<file path="src/rtl/piso_pkg.sv">
// Shared types and helpers for the nibble-chained PISO transmitter.
// State encoding, nibble size and counter sizing live here.
package piso_pkg;

    typedef enum logic [1:0] {
        IDLE  = 2'd0,
        SHIFT = 2'd1,
        GAP   = 2'd2
    } state_t;

    localparam int PISO_NIBBLE = 4;

    function automatic int piso_cnt_w(input int width, input int gap);
        int m;
        m = (width > gap) ? width : gap;
        return $clog2(m + 1);
    endfunction

endpackage

</file>
<file path="src/rtl/piso_shifter.sv">
// WIDTH-bit load/shift register built from WIDTH/4 nibble stages.
// Shifts right with zero fill; q0 is the bit presented to the wire.
module piso_shifter
    import piso_pkg::*;
#(
    parameter int WIDTH = 20
) (
    input  logic             clk,
    input  logic             rst,
    input  logic             ld,
    input  logic             sh,
    input  logic             clr,
    input  logic [WIDTH-1:0] d,
    output logic             q0
);

    localparam int NS = WIDTH / PISO_NIBBLE;

    logic [PISO_NIBBLE-1:0] nib [NS];
    logic                   chain [NS+1];

    // chain[i] is the bit leaving stage i toward stage i-1
    assign chain[NS] = 1'b0;

    for (genvar i = 0; i < NS; i++) begin : g_stage
        assign chain[i] = nib[i][0];

        always_ff @(posedge clk) begin
            if (!rst || clr) begin
                nib[i] <= '0;
            end else if (ld) begin
                nib[i] <= d[i*PISO_NIBBLE +: PISO_NIBBLE];
            end else if (sh) begin
                nib[i] <= {chain[i+1], nib[i][PISO_NIBBLE-1:1]};
            end
        end
    end

    assign q0 = chain[0];

endmodule

</file>
<file path="src/rtl/piso_tx_ctrl.sv">
// Serial-transmit controller: handshake, shift sequencing, idle gap.
// Optional even-parity trailer bit enabled with PISO_PARITY_EN.
module piso_tx_ctrl
    import piso_pkg::*;
#(
    parameter int WIDTH = 20,
    parameter int GAP   = 1
) (
    input  logic             clk,
    input  logic             rst,
    input  logic             in_valid,
    input  logic [WIDTH-1:0] in_data,
    output logic             in_ready,
    input  logic             abort,
    output logic             sout,
    output logic             frame,
    output logic             done,
    output logic             busy
);

    localparam int CW = piso_cnt_w(WIDTH, GAP);
`ifdef PISO_PARITY_EN
    localparam int LASTI = WIDTH;
`else
    localparam int LASTI = WIDTH - 1;
`endif
    localparam logic [CW-1:0] LAST  = CW'(LASTI);
    localparam logic [CW-1:0] GLAST = CW'((GAP > 0) ? GAP - 1 : 0);

    state_t        state, state_n;
    logic [CW-1:0] cnt, cnt_n;
    logic          ld, sh, clr;
    logic          q0;
    logic          bitv;

    piso_shifter #(
        .WIDTH (WIDTH)
    ) u_shifter (
        .clk (clk),
        .rst (rst),
        .ld  (ld),
        .sh  (sh),
        .clr (clr),
        .d   (in_data),
        .q0  (q0)
    );

`ifdef PISO_PARITY_EN
    logic par;

    always_ff @(posedge clk) begin
        if (!rst) begin
            par <= 1'b0;
        end else if (ld) begin
            par <= ^in_data;
        end else if (clr) begin
            par <= 1'b0;
        end
    end

    assign bitv = (cnt == LAST) ? par : q0;
`else
    assign bitv = q0;
`endif

    always_ff @(posedge clk) begin
        if (!rst) begin
            state <= IDLE;
            cnt   <= '0;
        end else begin
            state <= state_n;
            cnt   <= cnt_n;
        end
    end

    always_comb begin
        state_n  = state;
        cnt_n    = cnt;
        ld       = 1'b0;
        sh       = 1'b0;
        clr      = 1'b0;
        in_ready = 1'b0;
        sout     = 1'b0;
        frame    = 1'b0;
        done     = 1'b0;
        unique case (state)
            IDLE: begin
                in_ready = rst & ~abort;
                if (in_valid && rst && !abort) begin
                    ld      = 1'b1;
                    cnt_n   = '0;
                    state_n = SHIFT;
                end
            end
            SHIFT: begin
                frame = 1'b1;
                sout  = bitv;
                if (abort) begin
                    clr     = 1'b1;
                    cnt_n   = '0;
                    state_n = IDLE;
                end else if (cnt == LAST) begin
                    sh      = 1'b1;
                    done    = rst;
                    cnt_n   = '0;
                    state_n = (GAP > 0) ? piso_pkg::GAP : IDLE;
                end else begin
                    sh    = 1'b1;
                    cnt_n = cnt + 1'b1;
                end
            end
            piso_pkg::GAP: begin
                if (abort) begin
                    clr     = 1'b1;
                    cnt_n   = '0;
                    state_n = IDLE;
                end else if (cnt == GLAST) begin
                    cnt_n   = '0;
                    state_n = IDLE;
                end else begin
                    cnt_n = cnt + 1'b1;
                end
            end
            default: begin
                cnt_n   = '0;
                state_n = IDLE;
            end
        endcase
    end

    assign busy = (state != IDLE);

endmodule

</file>
<file path="config.mk">
export PLATFORM = sky130hd
export DESIGN_NAME = piso_tx_ctrl
export DESIGN_NICKNAME = d
export VERILOG_FILES = /design/src/rtl/piso_pkg.sv /design/src/rtl/piso_shifter.sv /design/src/rtl/piso_tx_ctrl.sv
export SDC_FILE = /design/constraint.sdc
export NUM_CORES = 1
export LEC_CHECK = 0
export CAP_MARGIN = 40
export CORE_MARGIN = 10
export CORE_UTILIZATION = 40
export DETAILED_ROUTE_END_ITERATION = 16
export PLACE_DENSITY = 0.66
export SKIP_CTS_REPAIR_TIMING = 1
export SYNTH_ARGS = -nofsm -noshare
export SYNTH_HDL_FRONTEND = slang
export SYNTH_SLANG_ARGS = --single-unit
export TNS_END_PERCENT = 100
</file>
<file path="constraint.sdc">
create_clock -name clk -period 3 [get_ports clk]
set_input_delay 0.6 -clock clk [delete_from_list [all_inputs] [get_ports clk]]
set_output_delay 0.6 -clock clk [all_outputs]
set_load 0.02 [all_outputs]
</file>
==> results of run 1 <==
==> layout make-up <==
class	count	area, um^2
Timing Repair Buffer	32	310
Sequential cell	27	741
Multi-Input combinational cell	67	518
Fill cell	283	1410
Tap cell	44	55.1
Clock buffer	4	26.3
Inverter	11	41.3
==> sequential cells by signal (all words and copies together), names as in the netlist <==
name and cells:
cnt 5, state 2, u_shifter.nib 20
==> power breakdown <==
part / total (mW) / switching, mW / internal (mW)
logic: 0.110 / 0.0530 / 0.0572
clock network: 0.158 / 0.106 / 0.0522
registers: 0.444 / 0.0101 / 0.434
total: 0.712 / 0.169 / 0.543
==> worst max-delay path: stages, from the launching register on <==
cell and delay [ns]:
dfxtp_1 0.35, inv_1 0.08, ha_1 0.23, nor2b_1 0.34, nand2_1 0.16, nor2_1 0.12, clkdlybuf4s50_1 0.63
==> worst max path at each step <==
stage                                startpoint       end  slack, ns  depth (start not counted)
final                     state[1]$_SDFFE_PN0P_      done       0.16                          6
after global routing      state[1]$_SDFFE_PN0P_      done       0.04                          6
after CTS                 state[1]$_SDFFE_PN0P_      done       0.14                          6
after detailed placement                  abort      done       0.17                          5
after global placement                    abort      done       0.24                          5
after floorplan                             rst  in_ready       0.96                          3
==> kinds of logic after synthesis <==
| group | after synthesis |
|---|---|
| AOI/OAI and AO/OA | 34 |
| adders and majority gates | 5 |
| buffers and inverters | 16 |
| DFF | 27 |
| muxes | 1 |
| and+or+nand+nor | 27 |
==> through the flow <==
step	instances	hold slack [ns]	worst slack, ns	utilization
2_1_floorplan	110	0.455	0.956	-
4_1_cts	185	0.501	0.139	0.545
5_1_grt	185	0.523	0.0368	0.545
3_3_place_gp	181	0.479	0.240	0.537
6_report	185	0.496	0.164	0.545
3_5_place_dp	181	0.482	0.167	0.537
==> cells in the final DEF (no fill, tap or decap), drive strengths merged, types with 4 or more instances in the layout <==
cell           count
clkdlybuf4s50     28
edfxtp            20
a22o              19
inv               11
nand2              7
dfxtp              7
nand3              5
ha                 5
buf                4
a21oi              4
clkbuf             4
==> metal layers <==
| metal | vias to the layer above | track usage |
|---|---|---|
| met5 | - | 0 |
| met4 | 0 | 0.0493 |
| met3 | 5 | 0.0276 |
| met2 | 17 | 0.159 |
| met1 | 460 | 0.117 |
| li1 | 486 | - |
==> flow_metrics.env, run 1 <==
export IMPL_hp_start="state[1]$_SDFFE_PN0P_"
export IMPL_final_setup_skew_ns=0.00255
export IMPL_worst_path_max_fanout=4
export IMPL_dieArea_um2=6000
export IMPL_cts_num_sinks=27
export IMPL_r2r_cells=4
export IMPL_clk_latency_ns=0.32
export IMPL_synth_edf_count=20
export IMPL_vias_per_cell=5.23
export IMPL_crit_type="reg2out"
export IMPL_r2r_slack_ns=1.07
export IMPL_tightestPinTransition_ns=0.664
export IMPL_yosys_area_share_xor_xnor=0
export IMPL_min_period_ns=2.84
export IMPL_n_antenna_cell=0
export IMPL_dr_wl_met3_um=110
export IMPL_die_x_um=77.4
export IMPL_clock_path_buffers=2
export IMPL_synth_common_cells="20 x edfxtp_1, 19 x a22o_1, 11 x inv_1"
export IMPL_max_slew_margin_rel=0.557
export IMPL_setup_viol_count_final=0
export IMPL_synth_compound_area_frac=0.218
export IMPL_antenna_found_initial=0
export IMPL_place_congestion=0.850
export IMPL_port_buffers=28
export IMPL_stdcell_area_um2=1690
export IMPL_r2r_end="u_shifter.nib[1][3]$_DFFE_PP_"
export IMPL_ys_async_sr_fraction=0
export IMPL_cts_root_buf="clkbuf_4"
export IMPL_drc=0
export IMPL_cts_buffers=3
export IMPL_cp_start_kind="flip-flop"
export IMPL_syn_area_per_cell_um2=12.0
export IMPL_fp_dieH_um=77.4
export IMPL_worstSetupEndpointType="output port"
export IMPL_drt_total_wl_mm=2.94
export IMPL_grt_pass1_wl_mm=4.82
export IMPL_hold_viol_final=0
export IMPL_fin_crit_sh=0.945
export IMPL_leakage_nw=0.629
export IMPL_design_core_area_um2=3100
export IMPL_synth_seq_cells=27
export IMPL_wl_per_cell_um=15.9
export IMPL_yosys_area_top_type="edfxtp_1"
export IMPL_grtUsageTotal=0.0984
export IMPL_p_per_area_nw_per_um2=421
export IMPL_synth_main_ff_cell="edfxtp_1"
export IMPL_start_util=0.425
export IMPL_rsz0062_at_grt="false"
export IMPL_synth_simple_area_share=0.119
export IMPL_ir_drop_mv=0.214
export IMPL_drive_gt1_frac=0.0780
export IMPL_fmax_ghz=0.353
export IMPL_synth_distinct_cells=28
export IMPL_place_area_um2=1670
export IMPL_synth_net_count=139
export IMPL_cts_htree_levels=1
export IMPL_hold_depth=2
export IMPL_num_vias=968
export IMPL_wl_met1_mm=1.36
export IMPL_wl_met2_mm=1.42
export IMPL_finish_net_count=171
export IMPL_top_layer_used="met4"
export IMPL_grt_overflow=0
export IMPL_synth_seq_area_share=0.561
export IMPL_syn_area_um2=1320
export IMPL_ant_nets=0
export IMPL_drt_iter0_markers=40
export IMPL_yosys_area_top_type_share=0.455
export IMPL_synth_top_family_by_area="compound AO/OA/AOI/OAI gates"
export IMPL_drt_pass1_iterations=4
export IMPL_cp_arrival_ns=2.24
export IMPL_crit_required_ns=2.40
export IMPL_status="finished, final reports clean"
export IMPL_worst_hold_path_endpoint="state[1]$_SDFFE_PN0P_"
export IMPL_area_growth_pct=28.2
export IMPL_total_power_mw=0.712
export IMPL_hold_class="reg2reg"
export IMPL_cts_tree="built"
export IMPL_rr_startpoint="state[1]$_SDFFE_PN0P_"
export IMPL_muxShareOfSynthArea=0.00758
export IMPL_synthTopCellsByArea="edfxtp_1 45%, a22o_1 13%, dfxtp_1 11%, ha_1 4.7%, inv_1 3.1%"
export IMPL_dp_hpwl_mm=2.23
export IMPL_synth_fa_ha_area_frac=0.0474
export IMPL_synthCells=110
export IMPL_path_clk_slew_ns=0.14
export IMPL_grt_max_degree=23
export IMPL_fin_tns_setup_ns=0
export IMPL_io_pins=29
export IMPL_yosysWarnings=0
export IMPL_max_cap_violations=0
export IMPL_row_count=20
export IMPL_grt_pass1_vias=1006
export IMPL_maxSlewViolCount=0
export IMPL_yosysMostFrequentCell="edfxtp_1"
(Power assumes the default switching activity.)
==> inputs of run 2 (changes only) <==
- CAP_MARGIN: 40 -> default
- MAX_ROUTING_LAYER: default -> met4
- SKIP_LAST_GASP: default -> 1
==> run 2 against run 1 <==
Effect of this change:
- worst setup slack lost 0.0068 ns
- utilization is the same
- clock skew grew 0.0015 ns
- non-clock buffer count is the same
- sequential power is essentially flat
- critical path depth is the same
- sequential share of layout area is the same
- clock power is essentially flat
- global-route usage grew 0.29 points
- via count grew 0.21%
- cell count is the same
- flip-flop and latch count is the same
- critical endpoint unchanged
==> flow_metrics.env, run 2 (synthesized netlist as in run 1, its figures left out) <==
export IMPL_rsz0062_at_grt="false"
export IMPL_design_core_area_um2=3100
export IMPL_r2r_end="u_shifter.nib[1][3]$_DFFE_PP_"
export IMPL_hold_depth=2
export IMPL_hp_start="state[1]$_SDFFE_PN0P_"
export IMPL_grt_pass1_wl_mm=4.81
export IMPL_fin_crit_sh=0.948
export IMPL_port_buffers=28
export IMPL_p_seq_frac=0.625
export IMPL_clk_latency_ns=0.32
export IMPL_timing_hold_ws_ns=0.496
export IMPL_leakage_nw=0.629
export IMPL_r2r_cells=4
export IMPL_cp_slowest_cell="clkdlybuf4s50_1"
export IMPL_antenna_found_initial=0
export IMPL_crit_type="reg2out"
export IMPL_grt_max_degree=23
export IMPL_r2r_slack_ns=1.07
export IMPL_reg_top3="u_shifter.nib: 20 flops, cnt: 5 flops, state: 2 flops"
export IMPL_dp_hpwl_mm=2.23
export IMPL_worstSetupEndpointType="output port"
export IMPL_worst_path_max_fanout=4
export IMPL_worst_hold_path_endpoint="state[1]$_SDFFE_PN0P_"
export IMPL_final_setup_skew_ns=0.00404
export IMPL_io_pins=29
export IMPL_clock_path_buffers=2
export IMPL_grtUsageTotal=0.101
export IMPL_finish_net_count=171
export IMPL_min_period_ns=2.84
export IMPL_cts_num_sinks=27
export IMPL_cp_arrival_ns=2.24
export IMPL_drt_total_wl_mm=2.91
export IMPL_final_common_cell="clkdlybuf4s50_1"
export IMPL_fin_tns_setup_ns=0
export IMPL_drc=0
export IMPL_largest_register="u_shifter.nib"
export IMPL_fillers=283
export IMPL_hold_class="reg2reg"
export IMPL_power_switching_mw=0.167
export IMPL_cpPeakStageDelay_ns=0.63
export IMPL_drt_pass1_iterations=4
export IMPL_place_congestion=0.863
export IMPL_wl_per_cell_um=15.8
export IMPL_drt_iter0_markers=42
export IMPL_die_x_um=77.4
export IMPL_p_clk_frac=0.220
export IMPL_grt_overflow=0
export IMPL_fp_dieH_um=77.4
export IMPL_max_slew_margin_rel=0.563
export IMPL_crit_required_ns=2.40
export IMPL_setup_viol_count_final=0
export IMPL_cts_htree_levels=1
export IMPL_ant_nets=0
export IMPL_p_per_area_nw_per_um2=420
export IMPL_cts_tree="built"
export IMPL_start_util=0.425
export IMPL_path_clk_slew_ns=0.14
export IMPL_status="finished, final reports clean"
export IMPL_hold_viol_final=0
export IMPL_rr_startpoint="state[1]$_SDFFE_PN0P_"
export IMPL_vias_per_cell=5.24
export IMPL_n_antenna_cell=0
export IMPL_area_growth_pct=28.2
export IMPL_p_int_mw=0.543
export IMPL_cts_root_buf="clkbuf_4"
export IMPL_max_cap_violations=0
export IMPL_path_cells="inv_1 -> ha_1 -> nor2b_1 -> nand2_1 -> nor2_1 -> clkdlybuf4s50_1"
export IMPL_grt_pass1_vias=1009
export IMPL_ir_drop_mv=0.214
export IMPL_switching_share=0.235
export IMPL_tightestPinTransition_ns=0.656
export IMPL_maxSlewViolCount=0
export IMPL_largest_reg_flops=20
export IMPL_drive_gt1_frac=0.0780
export IMPL_total_power_mw=0.710
export IMPL_combPwrFrac=0.155
export IMPL_layout_common_cells="28 x clkdlybuf4s50_1, 20 x edfxtp_1, 19 x a22o_1"
export IMPL_place_area_um2=1670
export IMPL_stdcell_area_um2=1690
export IMPL_row_count=20
export IMPL_cp_start_kind="flip-flop"
export IMPL_fmax_ghz=0.352
export IMPL_num_vias=970
export IMPL_cts_buffers=3
export IMPL_dieArea_um2=6000
-- run 2: layout make-up --
class,instances,area [um^2],area share
inverter,11,41.3,0.0244
tap,44,55.1,0.0325
multi-input combinational,67,518,0.306
timing repair buffer,32,310,0.183
clock buffer,4,26.3,0.0155
sequential,27,741,0.438
-- run 2: worst max path at each step --
stage,endpoint,slack (ns),start,cells after the start
final,done,0.16,state[1]$_SDFFE_PN0P_,6
after global routing,done,0.04,state[1]$_SDFFE_PN0P_,6
after CTS,done,0.14,state[1]$_SDFFE_PN0P_,6
after detailed placement,done,0.17,abort,5
after global placement,done,0.24,abort,5
after floorplan,in_ready,0.96,rst,3
-- run 2: routing by layer --
metal	part of all wire	vias to the layer above	track usage
met5	0	-	-
met4	0.021	0	0.0493
met3	0.028	7	0.0242
met2	0.48	19	0.159
met1	0.47	459	0.119
li1	-	485	-
-- run 2: power by group through the flow --
stage / clock network, mW / logic [mW] / registers (mW)
floorplan: 0 / 0.0553 / 0.448
global placement: 0 / 0.108 / 0.451
detailed placement: 0 / 0.111 / 0.452
CTS: 0.163 / 0.111 / 0.444
global route: 0.183 / 0.121 / 0.448
finish: 0.156 / 0.110 / 0.444
-- run 2: stage by stage --
stage                     setup WS (ns)  instances   util
after global placement            0.240        181  0.537
after floorplan                   0.956        110      -
after global routing             0.0368        185  0.545
final                             0.157        185  0.545
after detailed placement          0.167        181  0.537
after CTS                         0.139        185  0.545
-- run 2: worst max-delay path, delay by kind of cell, from the launching register on --
| kind | cells | cell delay, ns |
|---|---|---|
| flops | 1 | 0.35 |
| fa+ha+maj | 1 | 0.24 |
| simple gates | 3 | 0.62 |
| buf+inv | 2 | 0.71 |
